`src/rtl/ref_level_ctrl_pkg.sv`:
```
// rtl/ref_level_ctrl_pkg.sv - shared state encodings, scale constant and product truncation
package ref_level_ctrl_pkg;

    typedef enum logic [1:0] {
        ST_IDLE  = 2'd0,
        ST_ACQ   = 2'd1,
        ST_TRACK = 2'd2,
        ST_HOLD  = 2'd3
    } ctrl_state_t;

    typedef enum logic [1:0] {
        S_IDLE = 2'd0,
        S_MUL1 = 2'd1,
        S_MUL2 = 2'd2
    } seq_state_t;

    localparam logic signed [17:0] DEFAULT_POWER_SCALE = 18'sd65536;

    // 1.17 x 1.17 gives a 2.34 product; keep bits [34:17] to return to 1.17
    function automatic logic [17:0] trunc_36_18(input logic signed [35:0] prod);
        return prod[34:17];
    endfunction

endpackage

```
`src/rtl/ref_power_seq.sv`:
```
// rtl/ref_power_seq.sv - two-step shared-multiplier power sequencer
module ref_power_seq
    import ref_level_ctrl_pkg::*;
#(
    parameter logic signed [17:0] POWER_SCALE = DEFAULT_POWER_SCALE
) (
    input  logic        clk,
    input  logic        reset,
    input  logic        go,
    input  logic [17:0] ref_level,
    output logic [17:0] avg_power,
    output logic        power_valid
);

    seq_state_t seq_q, seq_d;
    logic signed [17:0] inter_q;
    logic signed [17:0] mul_a, mul_b;
    logic signed [35:0] prod;

    // go arrives with the window update edge, so MUL1 sees the new ref_level
    always_comb begin
        seq_d = seq_q;
        mul_a = $signed(ref_level);
        mul_b = $signed(ref_level);
        case (seq_q)
            S_IDLE: if (go) seq_d = S_MUL1;
            S_MUL1: seq_d = S_MUL2;
            S_MUL2: begin
                mul_a = inter_q;
                mul_b = POWER_SCALE;
                seq_d = S_IDLE;
            end
            default: seq_d = S_IDLE;
        endcase
    end

    assign prod = mul_a * mul_b;

    always_ff @(posedge clk or posedge reset) begin
        if (reset) begin
            seq_q       <= S_IDLE;
            inter_q     <= '0;
            avg_power   <= '0;
            power_valid <= 1'b0;
        end else begin
            seq_q       <= seq_d;
            power_valid <= 1'b0;
            if (seq_q == S_MUL1) begin
                inter_q <= $signed(trunc_36_18(prod));
            end
            if (seq_q == S_MUL2) begin
                avg_power   <= trunc_36_18(prod);
                power_valid <= 1'b1;
            end
        end
    end

endmodule

```
`src/rtl/ref_level_ctrl.sv`:
```
// rtl/ref_level_ctrl.sv - windowed reference-level accumulator and acquisition/track/hold FSM
module ref_level_ctrl
    import ref_level_ctrl_pkg::*;
#(
    parameter int                 WIN_LOG2    = 10,
    parameter int                 ACQ_WINDOWS = 2,
    parameter logic signed [17:0] POWER_SCALE = DEFAULT_POWER_SCALE
) (
    input  logic        clk,
    input  logic        reset,
    input  logic        clk_en,
    input  logic        start,
    input  logic        freeze,
    input  logic [17:0] dec_var,
    output logic [17:0] ref_level,
    output logic [17:0] avg_power,
    output logic        ref_valid,
    output logic        power_valid,
    output logic        window_done,
    output logic [1:0]  state
);

    localparam int ACC_W = 18 + WIN_LOG2;

    ctrl_state_t         state_q, state_d, origin_q;
    logic [17:0]         mag_q, mag_d;
    logic [ACC_W-1:0]    acc_q, acc_sum;
    logic [WIN_LOG2-1:0] sym_cnt_q;
    logic [3:0]          win_cnt_q;
    logic                accum_en, boundary, acq_done;

    // most negative input has no positive twin in 1.17, so it saturates
    always_comb begin
        if (dec_var == 18'h20000)
            mag_d = 18'h1FFFF;
        else if (dec_var[17])
            mag_d = ~dec_var + 18'd1;
        else
            mag_d = dec_var;
    end

    assign acc_sum  = acc_q + ACC_W'(mag_q);
    assign accum_en = clk_en && !start && !freeze
                      && (state_q == ST_ACQ || state_q == ST_TRACK);
    assign boundary = accum_en && (sym_cnt_q == {WIN_LOG2{1'b1}});
    assign acq_done = boundary && (state_q == ST_ACQ)
                      && (win_cnt_q == 4'(ACQ_WINDOWS - 1));

    always_comb begin
        state_d = state_q;
        case (state_q)
            ST_IDLE:  if (start) state_d = ST_ACQ;
            ST_ACQ: begin
                if (start)         state_d = ST_ACQ;
                else if (freeze)   state_d = ST_HOLD;
                else if (acq_done) state_d = ST_TRACK;
            end
            ST_TRACK: begin
                if (start)       state_d = ST_ACQ;
                else if (freeze) state_d = ST_HOLD;
            end
            ST_HOLD: begin
                if (start)        state_d = ST_ACQ;
                else if (!freeze) state_d = origin_q;
            end
            default: state_d = ST_IDLE;
        endcase
    end

    always_ff @(posedge clk or posedge reset) begin
        if (reset) begin
            state_q     <= ST_IDLE;
            origin_q    <= ST_IDLE;
            mag_q       <= '0;
            acc_q       <= '0;
            sym_cnt_q   <= '0;
            win_cnt_q   <= '0;
            ref_level   <= '0;
            ref_valid   <= 1'b0;
            window_done <= 1'b0;
        end else begin
            state_q     <= state_d;
            window_done <= 1'b0;
            if (clk_en) mag_q <= mag_d;
            if (state_q != ST_HOLD && state_d == ST_HOLD) origin_q <= state_q;
            if (start) begin
                acc_q     <= '0;
                sym_cnt_q <= '0;
                win_cnt_q <= '0;
                ref_valid <= 1'b0;
            end else if (accum_en) begin
                sym_cnt_q <= sym_cnt_q + WIN_LOG2'(1);
                if (boundary) begin
                    acc_q       <= '0;
                    ref_level   <= acc_sum[WIN_LOG2 +: 18];
                    window_done <= 1'b1;
                    if (state_q == ST_ACQ) win_cnt_q <= win_cnt_q + 4'd1;
                    if (acq_done) ref_valid <= 1'b1;
                end else begin
                    acc_q <= acc_sum;
                end
            end
        end
    end

    assign state = state_q;

    ref_power_seq #(
        .POWER_SCALE(POWER_SCALE)
    ) u_power_seq (
        .clk        (clk),
        .reset      (reset),
        .go         (boundary),
        .ref_level  (ref_level),
        .avg_power  (avg_power),
        .power_valid(power_valid)
    );

endmodule

```
`config.mk`:
```
export PLATFORM = sky130hd
export DESIGN_NAME = ref_level_ctrl
export DESIGN_NICKNAME = d
export VERILOG_FILES = /design/src/rtl/ref_level_ctrl_pkg.sv /design/src/rtl/ref_power_seq.sv /design/src/rtl/ref_level_ctrl.sv
export SDC_FILE = /design/constraint.sdc
export NUM_CORES = 1
export LEC_CHECK = 0
export CORE_MARGIN = 2
export CORE_UTILIZATION = 57
export CTS_CLUSTER_SIZE = 16
export DETAILED_ROUTE_END_ITERATION = 8
export MAX_ROUTING_LAYER = met4
export PLACE_DENSITY = 0.72
export SYNTH_ARGS = -nofsm -noshare
export SYNTH_HDL_FRONTEND = slang
export SYNTH_SLANG_ARGS = --single-unit
```
`constraint.sdc`:
```
create_clock -name clk -period 9.8 [get_ports clk]
set_clock_uncertainty 0.15 [all_clocks]
set_input_delay 0.98 -clock clk [delete_from_list [all_inputs] [get_ports clk]]
set_output_delay 0.98 -clock clk [all_outputs]
set_load 0.005 [all_outputs]
```
==> run metrics <==
Core Region 30,500 um2; leak pwr 10.3 nW; fin crit share 0.842; Synth area leader fa_1; number of flops mapped to enable cells by yosys 0; worst endpoint data arrival time 8.40 ns; Internal 0.00102 W; max frequency 121 MHz; Worst-Margin Slew 1.07 ns; Setup violations, final 0; GPL Wtd Cong 0.886; crit path time final 8.25 ns; Die Y 180 um; critical path launch point type flip-flop; Gate power share 0.206; clock buffer depth 2; Die Span X 180 um; Synth Flop Type dfrtp_1; CTS tree yes; slew margin rel. 0.286; Initial DRC Count 768; layout cells sized above 1 0.0308; reg2reg start u_power_seq.seq_q[0]; asr flop ratio synth 1.00; HPWL Detailed 32,100 um; largest net degree at the start of global routing 80; syn_area_per_cell 9.15 um2; Slew Limit Fails 0; TritonCTS Buffers 17; synth top area cells fa_1 (37%), dfrtp_1 (17%), inv_1 (9.7%); Netlist cell types 67; Max-Cap Viols 0; die area 32,400 um2; Hold Violations, Final 0; Switching Power 0.000508 W; Clock Sinks 123; remaining antenna violation count after routing 0; vias in the first global route 14,200; CP Class flip-flop to flip-flop; critical path launch point u_power_seq.seq_q[0]; Cells after Synth 1,929; Mapped Area 17,600 um2; switch share 0.333; Pre-antenna DRT Iters 5; Post-CTS Setup Bufs 0; worst skew pair latency 0.45 ns; total gr overflow 0; I/O pin total 64; Vias per Instance 5.50; status finished clean; final core utilization 0.627; post-synth top area share 0.366; GRT Resource Usage Total 0.284; WL/cell 17.7 um; number of cell rows 64; CTS Root Cell clkbuf_16; Initial Util 0.578; Hold WC Path Type flip-flop to flip-flop; H-tree Lvls 4; CP max-delay cell inv_1; RSZ-0062 raised after global routing false; Clk pwr share 0.423; Area growth syn-to-layout 8.34%; vias 12,900; register bit total from synthesis 123; PostCTS Resize Cnt 0; Post-layout nets 2,395; YS warnings 0; Worst VDD drop 0.130 mV; post-synthesis net count 2,387; Final TNS setup 0 ns; Seq pwr share 0.371; Port Buf Inserts 63; Remaining DRCs 0; crit-path most repeated cell inv_1; antenna violations before repair 0; Crit path required time 9.96 ns; WL final 41,700 um; Crit. End Element flip-flop; CP peak stage delay 0.65 ns; post-synthesis sequential area ratio 0.174; cts hold-fix bufs 0; clk slew on worst S/H paths 0.07 ns; crit-path max FO 37; first-pass GRT wire length 70,700 um; Cell Pwr Density 79.8 nW/um2; HP Start u_power_seq.seq_q[0]
synthesized netlist by cell type, types with 3 or more instances:
cell type	count
a21o_1	22
nand3_1	21
nand2_1	227
nor3_1	13
o31ai_1	5
a31oi_1	4
mux2_2	3
fa_1	323
xor2_1	38
o211ai_1	3
nand4_1	12
a22oi_1	3
xnor2_1	38
o21bai_1	3
o21a_1	3
or3_1	17
nor2b_1	5
clkbuf_1	81
dfrtp_1	123
and2_1	15
inv_1	455
o21ai_0	83
nand2b_1	14
a21oi_1	60
a211oi_1	6
nor2_1	66
ha_1	112
o21ai_1	4
a22o_1	12
and3_1	112
through the flow:
step                worst slack, ns  power (W)  area (um2)  hold WS (ns)  std cells
finish                         1.55    0.00153       19100         0.327       2349
global route                  0.976    0.00160       19100         0.339       2346
CTS                            1.67    0.00154       19100         0.327       2346
detailed placement             1.68   0.000889       18500         0.312       2314
global placement               1.88   0.000880       18500         0.293       2314
floorplan                      3.03   0.000814       17600         0.273       1929
kinds of logic after synthesis:
| logic type | Yosys count | share of synthesized area |
|---|---|---|
| AO/OA/AOI/OAI | 228 | 0.0791 |
| XOR/XNOR | 76 | 0.0377 |
| adder cells (fa/ha/maj) | 435 | 0.446 |
| buffers and inverters | 541 | 0.115 |
| flip-flops | 123 | 0.174 |
| multiplexers | 7 | 0.00432 |
| AND/OR/NAND/NOR | 519 | 0.143 |
power by group through the flow:
stage	logic (W)	registers (W)	clock network (W)
6_report	0.000314	0.000567	0.000645
5_1_grt	0.000359	0.000571	0.000672
2_1_floorplan	0.000245	0.000569	0
4_1_cts	0.000316	0.000568	0.000655
3_5_place_dp	0.000313	0.000576	0
3_3_place_gp	0.000305	0.000575	0
routing by layer:
layer | GRT usage | vias up | share of wire
li1 | - | 5938 | -
met4 | 0.118 | 0 | 0.041
met3 | 0.0472 | 111 | 0.054
met2 | 0.473 | 373 | 0.50
met1 | 0.346 | 6504 | 0.40
met5 | - | - | 0
flip-flops by register name (all words and copies together) (netlist names):
register,flops
acc_q,28
mag_q,18
ref_level,18
u_power_seq.avg_power,18
u_power_seq.inter_q,18
sym_cnt_q,10
win_cnt_q,4
origin_q,2
state,2
u_power_seq.seq_q,2
ref_valid,1
u_power_seq.power_valid,1
window_done,1
cell usage in the layout (no fill, tap or decap), types with 4 or more instances in the layout:
cell type        netlist  routed
xor2_1                38      38
xnor2_1               38      38
inv_6                  0       6
a22o_1                12      12
o21ai_0               83      83
and2_1                15      15
nor2b_1                5       5
inv_8                  0       5
inv_1                455     454
fa_1                 323     323
o21ai_1                4       4
ha_1                 112     112
clkdlybuf4s50_1        0      63
buf_4                  0      10
nand2b_1              14      13
a211oi_1               6       6
nor2_1                66      65
clkbuf_16              0      17
nand4_1               12      12
a21oi_1               60      60
dfrtp_1              123     123
or3_1                 17      17
a21o_1                22      22
nand3_1               21      21
and3_1               112     112
o31ai_1                5       5
nand2_1              227     227
nor3_1                13      13
a31oi_1                4       4
worst paths after layout:
| check | to | slack [ns] | cells after the start |
|---|---|---|---|
| setup reg to reg | u_power_seq.inter_q[16] | 1.55 | 25 |
| min in group asynchronous | u_power_seq.inter_q[4] | 0.91 | 2 |
| max in group asynchronous | acc_q[6] | 7.27 | 3 |
| setup / recovery | u_power_seq.inter_q[16] | 1.55 | 25 |
| hold / removal | u_power_seq.seq_q[0] | 0.33 | 1 |
| hold reg to reg | u_power_seq.seq_q[0] | 0.33 | 1 |
cell type report:
type	instances	area, um2
clock buffer	17	425
timing repair buffer	73	706
tap	396	495
inverter	457	1720
clock inverter	15	141
fill	2534	11400
multi-input combinational	1265	12500
sequential	123	3080
antenna	3	7.51
critical path: cells and delay by family (launching register included):
kind                       cells  cell delay, ns
adders and majority gates      7            3.31
buffers and inverters          8            1.65
and+or+nand+nor                6            1.43
AOI/OAI and AO/OA              3            0.85
DFF                            1            0.37
xor gates and xnor gates       1            0.32
(Power assumes the default switching activity.)
